==> config.mk <==
export PLATFORM = sky130hd
export DESIGN_NAME = branch_target_predictor_flat
export DESIGN_NICKNAME = d
export VERILOG_FILES = /design/src/rtl/branch_target_predictor_if.sv /design/src/rtl/branch_target_predictor.sv /design/src/flat_wrapper.sv
export SDC_FILE = /design/constraint.sdc
export NUM_CORES = 2
export LEC_CHECK = 0
export CORE_MARGIN = 2
export CORE_UTILIZATION = 46
export DETAILED_ROUTE_END_ITERATION = 6
export GPL_TIMING_DRIVEN = 0
export PLACE_DENSITY_LB_ADDON = 0.25
export SLEW_MARGIN = 20
export SYNTH_ARGS = -nofsm -noshare
export SYNTH_HDL_FRONTEND = slang
export SYNTH_SLANG_ARGS = --single-unit
==> constraint.sdc <==
create_clock -name clk -period 16 [get_ports clk]
set_input_delay 3.2 -clock clk [delete_from_list [all_inputs] [get_ports clk]]
set_output_delay 3.2 -clock clk [all_outputs]
set_load 0.01 [all_outputs]
==> src/rtl/branch_target_predictor_if.sv <==
// Purpose:
//   Bundles the fetch-side lookup, ID-side training and statistics signals
//   of the branch target predictor into one interface.
// Ports / signals:
//   if_valid, if_pc               fetch lookup request (master -> slave)
//   pred_taken, pred_target       zero-latency prediction (slave -> master)
//   upd_*                         ID-stage resolution update (master -> slave)
//   inv_all                       invalidate all entries (master -> slave)
//   stat_updates, stat_mispredicts  statistics counters (slave -> master)
// Modports: master = core side, slave = predictor side.
interface branch_target_predictor_if #(
    parameter int XLEN   = 32,
    parameter int STAT_W = 32
);
    logic              if_valid;
    logic [XLEN-1:0]   if_pc;
    logic              pred_taken;
    logic [XLEN-1:0]   pred_target;
    logic              upd_valid;
    logic [XLEN-1:0]   upd_pc;
    logic              upd_is_branch;
    logic              upd_is_jump;
    logic              upd_taken;
    logic [XLEN-1:0]   upd_target;
    logic              upd_mispredict;
    logic              inv_all;
    logic [STAT_W-1:0] stat_updates;
    logic [STAT_W-1:0] stat_mispredicts;

    modport master (
        output if_valid, if_pc,
        output upd_valid, upd_pc, upd_is_branch, upd_is_jump,
        output upd_taken, upd_target, upd_mispredict, inv_all,
        input  pred_taken, pred_target, stat_updates, stat_mispredicts
    );

    modport slave (
        input  if_valid, if_pc,
        input  upd_valid, upd_pc, upd_is_branch, upd_is_jump,
        input  upd_taken, upd_target, upd_mispredict, inv_all,
        output pred_taken, pred_target, stat_updates, stat_mispredicts
    );
endinterface

==> src/rtl/branch_target_predictor.sv <==
// Purpose:
//   Direct-mapped branch target buffer with 2-bit saturating direction
//   counters. Predicts the next PC combinationally in IF and is trained
//   by branch/jump resolutions from ID. Also counts accepted updates and
//   mispredicts for performance analysis.
// Ports:
//   clk    rising-edge clock
//   reset  asynchronous, active-low reset
//   bus    branch_target_predictor_if.slave (lookup, update, stats)
module branch_target_predictor #(
    parameter int         XLEN     = 32,
    parameter int         ENTRIES  = 64,
    parameter int         TAG_W    = 10,
    parameter logic [1:0] CNT_INIT = 2'd1,
    parameter int         STAT_W   = 32
) (
    input  logic clk,
    input  logic reset,
    branch_target_predictor_if.slave bus
);
    localparam int IDX_W = $clog2(ENTRIES);

    logic [ENTRIES-1:0] validQ;
    logic [ENTRIES-1:0] isJumpQ;
    logic [TAG_W-1:0]   tagQ    [ENTRIES];
    logic [XLEN-1:0]    targetQ [ENTRIES];
    logic [1:0]         cntQ    [ENTRIES];
    logic [STAT_W-1:0]  statUpdatesQ;
    logic [STAT_W-1:0]  statUpdatesD;
    logic [STAT_W-1:0]  statMispredictsQ;
    logic [STAT_W-1:0]  statMispredictsD;

    logic [IDX_W-1:0] lkIdx;
    logic [TAG_W-1:0] lkTag;
    logic             lkHit;
    logic             lkTaken;

    logic [IDX_W-1:0] updIdx;
    logic [TAG_W-1:0] updTag;
    logic             updAccept;
    logic             updHit;
    logic             entWe;
    logic [1:0]       entCntD;
    logic [XLEN-1:0]  entTargetD;

    // Only the index and tag slices of each PC are used; the remaining
    // bits are folded into a sink to document that this is intentional.
    logic unusedPcBits;
    assign unusedPcBits = ^{bus.if_pc, bus.upd_pc};

    // Zero-latency lookup: a jump entry always redirects, a branch entry
    // redirects when its counter is in one of the two taken states.
    assign lkIdx   = bus.if_pc[IDX_W+1:2];
    assign lkTag   = bus.if_pc[IDX_W+TAG_W+1:IDX_W+2];
    assign lkHit   = bus.if_valid & validQ[lkIdx] & (tagQ[lkIdx] == lkTag);
    assign lkTaken = lkHit & (isJumpQ[lkIdx] | cntQ[lkIdx][1]);

    assign bus.pred_taken  = lkTaken;
    assign bus.pred_target = lkTaken ? targetQ[lkIdx] : bus.if_pc + XLEN'(4);

    assign updIdx    = bus.upd_pc[IDX_W+1:2];
    assign updTag    = bus.upd_pc[IDX_W+TAG_W+1:IDX_W+2];
    assign updAccept = bus.upd_valid & (bus.upd_is_branch | bus.upd_is_jump);
    assign updHit    = validQ[updIdx] & (tagQ[updIdx] == updTag);

    // Next state of the single entry touched by an update. inv_all has
    // priority and drops the table write; a not-taken miss allocates nothing.
    // The is_jump flag alone decides jump handling, so branch+jump acts as jump.
    always_comb begin
        entWe      = 1'b0;
        entCntD    = cntQ[updIdx];
        entTargetD = targetQ[updIdx];
        if (updAccept && !bus.inv_all && reset) begin
            if (updHit) begin
                entWe = 1'b1;
                if (bus.upd_is_jump) begin
                    entCntD = 2'd3;
                end else if (bus.upd_taken) begin
                    entCntD = (cntQ[updIdx] == 2'd3) ? 2'd3 : cntQ[updIdx] + 2'd1;
                end else begin
                    entCntD = (cntQ[updIdx] == 2'd0) ? 2'd0 : cntQ[updIdx] - 2'd1;
                end
                if (bus.upd_taken) begin
                    entTargetD = bus.upd_target;
                end
            end else if (bus.upd_taken) begin
                entWe      = 1'b1;
                entCntD    = bus.upd_is_jump ? 2'd3 : 2'd2;
                entTargetD = bus.upd_target;
            end
        end
    end

    // Statistics keep counting even when inv_all drops the table write.
    always_comb begin
        statUpdatesD     = statUpdatesQ + STAT_W'(updAccept);
        statMispredictsD = statMispredictsQ + STAT_W'(bus.upd_valid & bus.upd_mispredict);
    end

    // Control state: valid bits, direction counters and statistics are the
    // only state that reset has to bring to a known value.
    always_ff @(posedge clk or negedge reset) begin
        if (!reset) begin
            validQ <= '0;
            for (int i = 0; i < ENTRIES; i++) begin
                cntQ[i] <= CNT_INIT;
            end
            statUpdatesQ     <= '0;
            statMispredictsQ <= '0;
        end else begin
            if (bus.inv_all) begin
                validQ <= '0;
            end else if (entWe) begin
                validQ[updIdx] <= 1'b1;
            end
            if (entWe) begin
                cntQ[updIdx] <= entCntD;
            end
            statUpdatesQ     <= statUpdatesD;
            statMispredictsQ <= statMispredictsD;
        end
    end

    // Payload is only meaningful behind a set valid bit, so it needs no reset.
    always_ff @(posedge clk) begin
        if (entWe) begin
            tagQ[updIdx]    <= updTag;
            targetQ[updIdx] <= entTargetD;
            isJumpQ[updIdx] <= bus.upd_is_jump;
        end
    end

    assign bus.stat_updates     = statUpdatesQ;
    assign bus.stat_mispredicts = statMispredictsQ;
endmodule

==> src/flat_wrapper.sv <==
// flat-port wrapper written by rule: the top's interface ports become plain ports
module branch_target_predictor_flat 
#(
    parameter int         XLEN     = 32,
    parameter int         ENTRIES  = 64,
    parameter int         TAG_W    = 10,
    parameter logic [1:0] CNT_INIT = 2'd1,
    parameter int         STAT_W   = 32
)
  (clk, reset, bus_if_valid, bus_if_pc, bus_upd_valid, bus_upd_pc, bus_upd_is_branch, bus_upd_is_jump, bus_upd_taken, bus_upd_target, bus_upd_mispredict, bus_inv_all, bus_pred_taken, bus_pred_target, bus_stat_updates, bus_stat_mispredicts);
  branch_target_predictor_if #(.XLEN(XLEN), .STAT_W(STAT_W)) bus_i ();
  input  logic clk;
  input  logic reset;
  input wire logic [$bits(bus_i.if_valid)-1:0] bus_if_valid;
  input wire logic [$bits(bus_i.if_pc)-1:0] bus_if_pc;
  input wire logic [$bits(bus_i.upd_valid)-1:0] bus_upd_valid;
  input wire logic [$bits(bus_i.upd_pc)-1:0] bus_upd_pc;
  input wire logic [$bits(bus_i.upd_is_branch)-1:0] bus_upd_is_branch;
  input wire logic [$bits(bus_i.upd_is_jump)-1:0] bus_upd_is_jump;
  input wire logic [$bits(bus_i.upd_taken)-1:0] bus_upd_taken;
  input wire logic [$bits(bus_i.upd_target)-1:0] bus_upd_target;
  input wire logic [$bits(bus_i.upd_mispredict)-1:0] bus_upd_mispredict;
  input wire logic [$bits(bus_i.inv_all)-1:0] bus_inv_all;
  output wire logic [$bits(bus_i.pred_taken)-1:0] bus_pred_taken;
  output wire logic [$bits(bus_i.pred_target)-1:0] bus_pred_target;
  output wire logic [$bits(bus_i.stat_updates)-1:0] bus_stat_updates;
  output wire logic [$bits(bus_i.stat_mispredicts)-1:0] bus_stat_mispredicts;
  assign bus_i.if_valid = bus_if_valid;
  assign bus_i.if_pc = bus_if_pc;
  assign bus_i.upd_valid = bus_upd_valid;
  assign bus_i.upd_pc = bus_upd_pc;
  assign bus_i.upd_is_branch = bus_upd_is_branch;
  assign bus_i.upd_is_jump = bus_upd_is_jump;
  assign bus_i.upd_taken = bus_upd_taken;
  assign bus_i.upd_target = bus_upd_target;
  assign bus_i.upd_mispredict = bus_upd_mispredict;
  assign bus_i.inv_all = bus_inv_all;
  assign bus_pred_taken = bus_i.pred_taken;
  assign bus_pred_target = bus_i.pred_target;
  assign bus_stat_updates = bus_i.stat_updates;
  assign bus_stat_mispredicts = bus_i.stat_mispredicts;
  branch_target_predictor #(.XLEN(XLEN), .ENTRIES(ENTRIES), .TAG_W(TAG_W), .CNT_INIT(CNT_INIT), .STAT_W(STAT_W)) u_core (.clk(clk), .reset(reset), .bus(bus_i));
endmodule
# Word-level counts from Yosys, hierarchy flattened
# Memories as Yosys holds them, arrays and structs flattened.
# Index checks and enable logic that the tools add are counted.
dict set report totals {
  ff_bits 320
  ramBits 2688
  inputBits 105
  out_inout_bits 97
  wordCells 141
  mem_count 2
}
dict set report op_classes {
  addsub 5
  order_cmp 6
  n_eq_ne 5
  n_mux 36
  bitwise 11
  n_reduce_logical 8
}
# name depth width read_ports rd_clocked_by_memory_dff wr line_no
set memory_table {}
lappend memory_table {u_core.targetQ 64 32 1 0 1 branch_target_predictor.sv:26} ;# logic [XLEN-1:0] targetQ [ENTRIES];
lappend memory_table {u_core.tagQ 64 10 2 0 1 branch_target_predictor.sv:25} ;# logic [TAG_W-1:0] tagQ [ENTRIES];
# operator n
set op_table {}
lappend op_table {{$bwmux W128} 1}
lappend op_table {{$mux W64} 2}
lappend op_table {{$mux W32} 3}
lappend op_table {{$bwmux W64} 1}
lappend op_table {{$or A64 B64 Y64} 1}
lappend op_table {{$add A32 B1 Y32} 1}
lappend op_table {{$add A32 B3 Y32 const B} 1}
lappend op_table {{$add A32 B32 Y32} 1}
lappend op_table {{$bmux W2 S6} 2}
lappend op_table {{$mux W2} 12}
lappend op_table {{$eq A10 B10 Y1} 2}
lappend op_table {{$bmux W1 S6} 3}
lappend op_table {{$ge A7 B7 Y1 const B} 2}
lappend op_table {{$lt A6 B7 Y1 const B} 2}
lappend op_table {{$not A6 Y7} 2}
lappend op_table {{$demux W2 S6} 1}
lappend op_table {{$mux W1} 10}
lappend op_table {{$lt A7 B1 Y1 const B} 1}
lappend op_table {{$and A1 B1 Y1} 6}
lappend op_table {{$demux W1 S6} 1}
lappend op_table {{$ge A6 B1 Y1 const B} 1}
lappend op_table {{$logic_and A1 B1 Y1} 4}
lappend op_table {{$reduce_and A3 Y1} 1}
lappend op_table {{$add A2 B1 Y2 const B} 1}
lappend op_table {{other kinds (8)} 9}

# Depth between registers and ports, before layout
dict set report logic_depth {
  word_depth 11
  depth_mapped 18
  depth_no_buf 11
}

# Least setup slack after synthesis
# OpenSTA, ideal clock, no wires.
dict set report synth_path {
  path_type {input-to-output}
  from {input port bus_if_pc[2]}
  to {output port bus_pred_target[1]}
  arrival_ns 6.653
  required_ns 12.800
  path_slack_ns 6.147
  cell_stages 11
  n_path_buf 7
  cell_sequence {buf_2 -> buf_6 -> buf_4 -> buf_4 -> buf_2 -> clkbuf_1 -> clkbuf_1 -> mux4_2 -> mux4_2 -> mux4_2 -> mux2_2}
}
dict set report synth_via {
  elab_chain_len 7
  word_cells_on_any_way 16
  classes_between {1 x eq/ne; 8 x mux; 5 x bitwise; 2 x memory}
}
# element line_no
set synth_rtl {}
lappend synth_rtl {{start, declared} flat_wrapper.sv:15} ;# input wire logic [$bits(bus_i.if_pc)-1:0] bus_if_pc;
lappend synth_rtl {{branches (longest 6 deep; another with $mem_v2 Z64 W10)} -}
lappend synth_rtl {{$mux W32 (*)} branch_target_predictor.sv:59} ;# assign bus.pred_target = lkTaken ? targetQ[lkIdx] : bus.if_pc + XLEN'(4);
lappend synth_rtl {{end, declared} flat_wrapper.sv:25} ;# output wire logic [$bits(bus_i.pred_target)-1:0] bus_pred_target;
# Every way passes the cells marked *. The select of a mux whose other input is x is not followed.

# Worst setup path in the final report
dict set report layout_path {
  from {input port bus_if_pc[3]}
  to {output port bus_pred_target[3]}
}
# The elaborated chain is that of the path after synthesis.

==> impl_metrics.tcl <==
set metrics [dict create \
    chipHeight_um 521.4 \
    drcViolationCount 0 \
    cp.required_ns 12.80 \
    numCtsBuffers 315 \
    ys_top_cells_by_area "edfxtp_1, mux4_2, dfrtp_1, dfstp_2, mux2_2" \
    clock_path_buffers 4 \
    drt-total-wl_um 398100 \
    grt_first_pass_wirelength_um 544000 \
    syn_inst 5768 \
    die_w_um 521.4 \
    setup_viol 0 \
    ys_types 71 \
    maxSlewHeadroom_pct 12.59 \
    tightest_slew_ns 1.311 \
    cp_max_fo 10 \
    hold_class "reg2reg" \
    clock.fmax_mhz 73.26 \
    gp_congestion 0.9730 \
    insertion_delay_ns 0.89 \
    ir_worst_vdd_v 0.00009137 \
    finalCritPeriodShare_pct 85.31 \
    worst-r2r-cell-count 12 \
    final_nets 6508 \
    clock_skew_ns 0.06614 \
    finalNonFillerCells 10190 \
    cts_resized 0 \
    synthArstFlopShare_pct 8.511 \
    cpPeakStageDelay_ns 0.87 \
    path_common_cell "buf_2" \
    timing.critical_path.to_type "output port" \
    p_leak_uw 0.04574 \
    synth_nets 5878 \
    ys.flop_type "edfxtp_1" \
    yosys_warnings 0 \
    path_class "in2out" \
    ioPinCount 202 \
    vias 68060 \
    area_growth_pct 15.65 \
    hold_buffers 0 \
    slew_viol_final 0 \
    core_area_um2 265800 \
    power_density_nw_per_um2 118.3 \
    cts_tree "done" \
    grt.overflow.total 0 \
    netlist_area_um2 123100 \
    drive_above_1_share_pct 31.65 \
    critPathArrivalTime_ns 10.45 \
    ant_nets 0 \
    post-place-cells 9611 \
    crit_slowest_cell "buf_1" \
    fp-row-count 189 \
    status "finished, final reports clean" \
    start_util_pct 46.33 \
    grt_pass1_vias 66910 \
    io_buffer_count 179 \
    grt_usage_pct 29.10 \
    path_cells "clkdlybuf4s50_1 > buf_2 > buf_2 > buf_2 > buf_2 > buf_2 > buf_2 > buf_2 > buf_2 > buf_1 > mux2i_1 > a21oi_1 > mux4_2 > mux2_4 > clkdlybuf4s50_1" \
    synth-edff-count 2752 \
    fillers 20290 \
    synth_seq_cells 3008 \
    viasPerCell 6.677 \
    postCtsSetupBuffers 0 \
    drt_iter0_drc 11100 \
    fin_crit_ns 13.65 \
    synth_top_area_share_pct 67.11 \
    rsz0062_at_grt "no" \
    grt_max_degree 100 \
    avgRoutedWirePerCell_um 39.05 \
    cts-root-buf "clkbuf_16" \
    finalHoldViolCount 0 \
    synth_largest_area_cell "edfxtp_1" \
    ys_seq_area_share_pct 72.38 \
    antenna_found_initial 38 \
    hpwl_um 272200 \
    clk_pin_slew_ns 0.06 \
    firstDrtPassIters 7 \
    startpoint_type "primary input" \
    cts-htree-levels 5 \
    drv_cap 0 \
    setup_tns_ns 0 \
    clock-sinks 3008 \
    hold_depth 1 \
    dieArea_um2 271800 \
    syn_area_per_cell_um2 21.35 \
]
==> cell families (layout without fill, tap and decap cells) <==
| kind of cell | count (synthesis) | count (layout) | share of synthesized area (%) |
|---|---|---|---|
| adder cells (fa/ha/maj) | 6 | 6 | 0.05894 |
| multiplexers | 1203 | 1203 | 20.31 |
| AND/OR/NAND/NOR | 570 | 570 | 2.255 |
| flip-flops | 3008 | 3008 | 72.38 |
| other | 0 | 13 | 0 |
| XOR/XNOR | 107 | 107 | 0.7611 |
| buffers and inverters | 401 | 1281 | 1.427 |
| AO/OA/AOI/OAI | 473 | 473 | 2.813 |
==> per-stage QoR <==
stage,setup slack (ns),utilization (%),power (µW),cell area (µm²),hold WS (ns)
global placement,-5.709,48.66,9922,129300,0.4553
finish,2.350,53.57,16850,142400,0.4767
floorplan,6.147,-,9342,123100,0.4726
detailed placement,2.347,49.89,9942,132600,0.4639
global route,2.447,53.56,17220,142400,0.5043
CTS,2.355,53.54,16870,142300,0.4831
==> where the power goes <==
group / switching [µW] / internal, µW / leakage [µW]
Sequential: 27.7 / 8610 / 0.0280
Clock: 3060 / 3990 / 0.00475
Combinational: 739 / 421 / 0.0130
==> layer usage <==
layer	track usage (%)	up-vias	share of wire [%]	wire length (µm)
met5	0	-	0.030	118
li1	-	25930	-	-
met2	45.71	4777	47	186700
met1	38.85	36410	37	146200
met3	7.391	926	11	45250
met4	12.40	20	5.0	19890
==> registers in the layout (all words and copies together), names as in the netlist <==
register / cells
u_core.bus.stat_updates: 32
u_core.validQ: 64
u_core.isJumpQ: 64
u_core.cntQ: 128
u_core.tagQ: 640
u_core.bus.stat_mispredicts: 32
u_core.targetQ: 2048
==> layout by cell type, fill, tap and decap left out, types with 15 or more instances in the layout <==
cell type,n
clkbuf_16,323
a221oi_1,37
clkinv_1,70
clkinv_2,48
nand2_1,108
a31oi_1,74
nor2_1,127
nand3_1,49
mux2_2,104
dfrtp_1,192
nor2b_1,22
nor2_4,59
mux2i_1,57
a22oi_1,70
clkbuf_1,250
bufinv_16,15
clkbuf_2,40
a211oi_1,28
o21ai_0,52
edfxtp_1,2752
xnor2_1,75
nand4_1,27
a21oi_1,56
clkdlybuf4s50_1,135
and3_2,40
dfstp_2,64
buf_12,35
xor2_1,32
o32a_1,64
and3_1,47
mux4_2,1015
mux2_4,26
buf_2,138
buf_16,66
buf_1,33
inv_1,17
o211ai_1,23
nor3_1,30
buf_4,63
==> critical path, delay by kind of cell <==
family	cells	cell delay [ns]
buffers and inverters	11	5.41
muxes	3	0.99
AOI/OAI and AO/OA	1	0.77
==> worst paths after layout <==
path / from / end / slack (ns)
setup / recovery: bus_if_pc[3] / bus_pred_target[3] / 2.35
hold reg to reg: u_core.bus.stat_updates[31] / u_core.bus.stat_updates[31] / 0.48
hold / removal: u_core.bus.stat_updates[31] / u_core.bus.stat_updates[31] / 0.48
min in group asynchronous: reset / u_core.bus.stat_mispredicts[25] / 2.32
max in group asynchronous: reset / u_core.cntQ[24] / 12.28
setup reg to reg: u_core.tagQ[0][2] / u_core.cntQ[53] / 10.55
==> area by class of cell <==
cell class	instances	area, µm²	area share [%]
Multi-Input combinational cell	2359	32810	23.04
Buffer	384	1775	1.247
Inverter	17	63.81	0.04481
Clock buffer	414	8494	5.965
Sequential cell	3008	89130	62.59
Clock inverter	153	1210	0.8497
Timing Repair Buffer	313	4467	3.137
Tap cell	3533	4420	3.104
Antenna cell	13	32.53	0.02284
==> cells in the mapped netlist (5+ instances only) <==
cell type / number
nand3_1: 49
mux2_4: 26
dfrtp_1: 192
nor2_1: 190
o21ai_0: 52
nand3b_1: 5
nor3b_1: 7
a211oi_1: 28
a222oi_1: 5
o211ai_1: 23
and3b_1: 5
xor2_1: 32
o2bb2ai_1: 5
nand4_1: 27
o22ai_1: 12
a31oi_1: 74
ha_1: 5
nand2_1: 108
buf_1: 63
a221o_1: 7
and2_1: 6
mux4_2: 1015
a22o_1: 8
a22oi_1: 70
o32a_1: 64
clkbuf_1: 202
and3_1: 88
edfxtp_1: 2752
dfstp_2: 64
a221oi_1: 37
nor2b_1: 22
nor4_1: 6
nor3_1: 35
buf_6: 8
xnor2_1: 75
mux2_2: 104
mux2i_1: 57
buf_4: 21
inv_1: 17
a21oi_1: 59
buf_2: 90
Power figures use the tool's default switching activity.
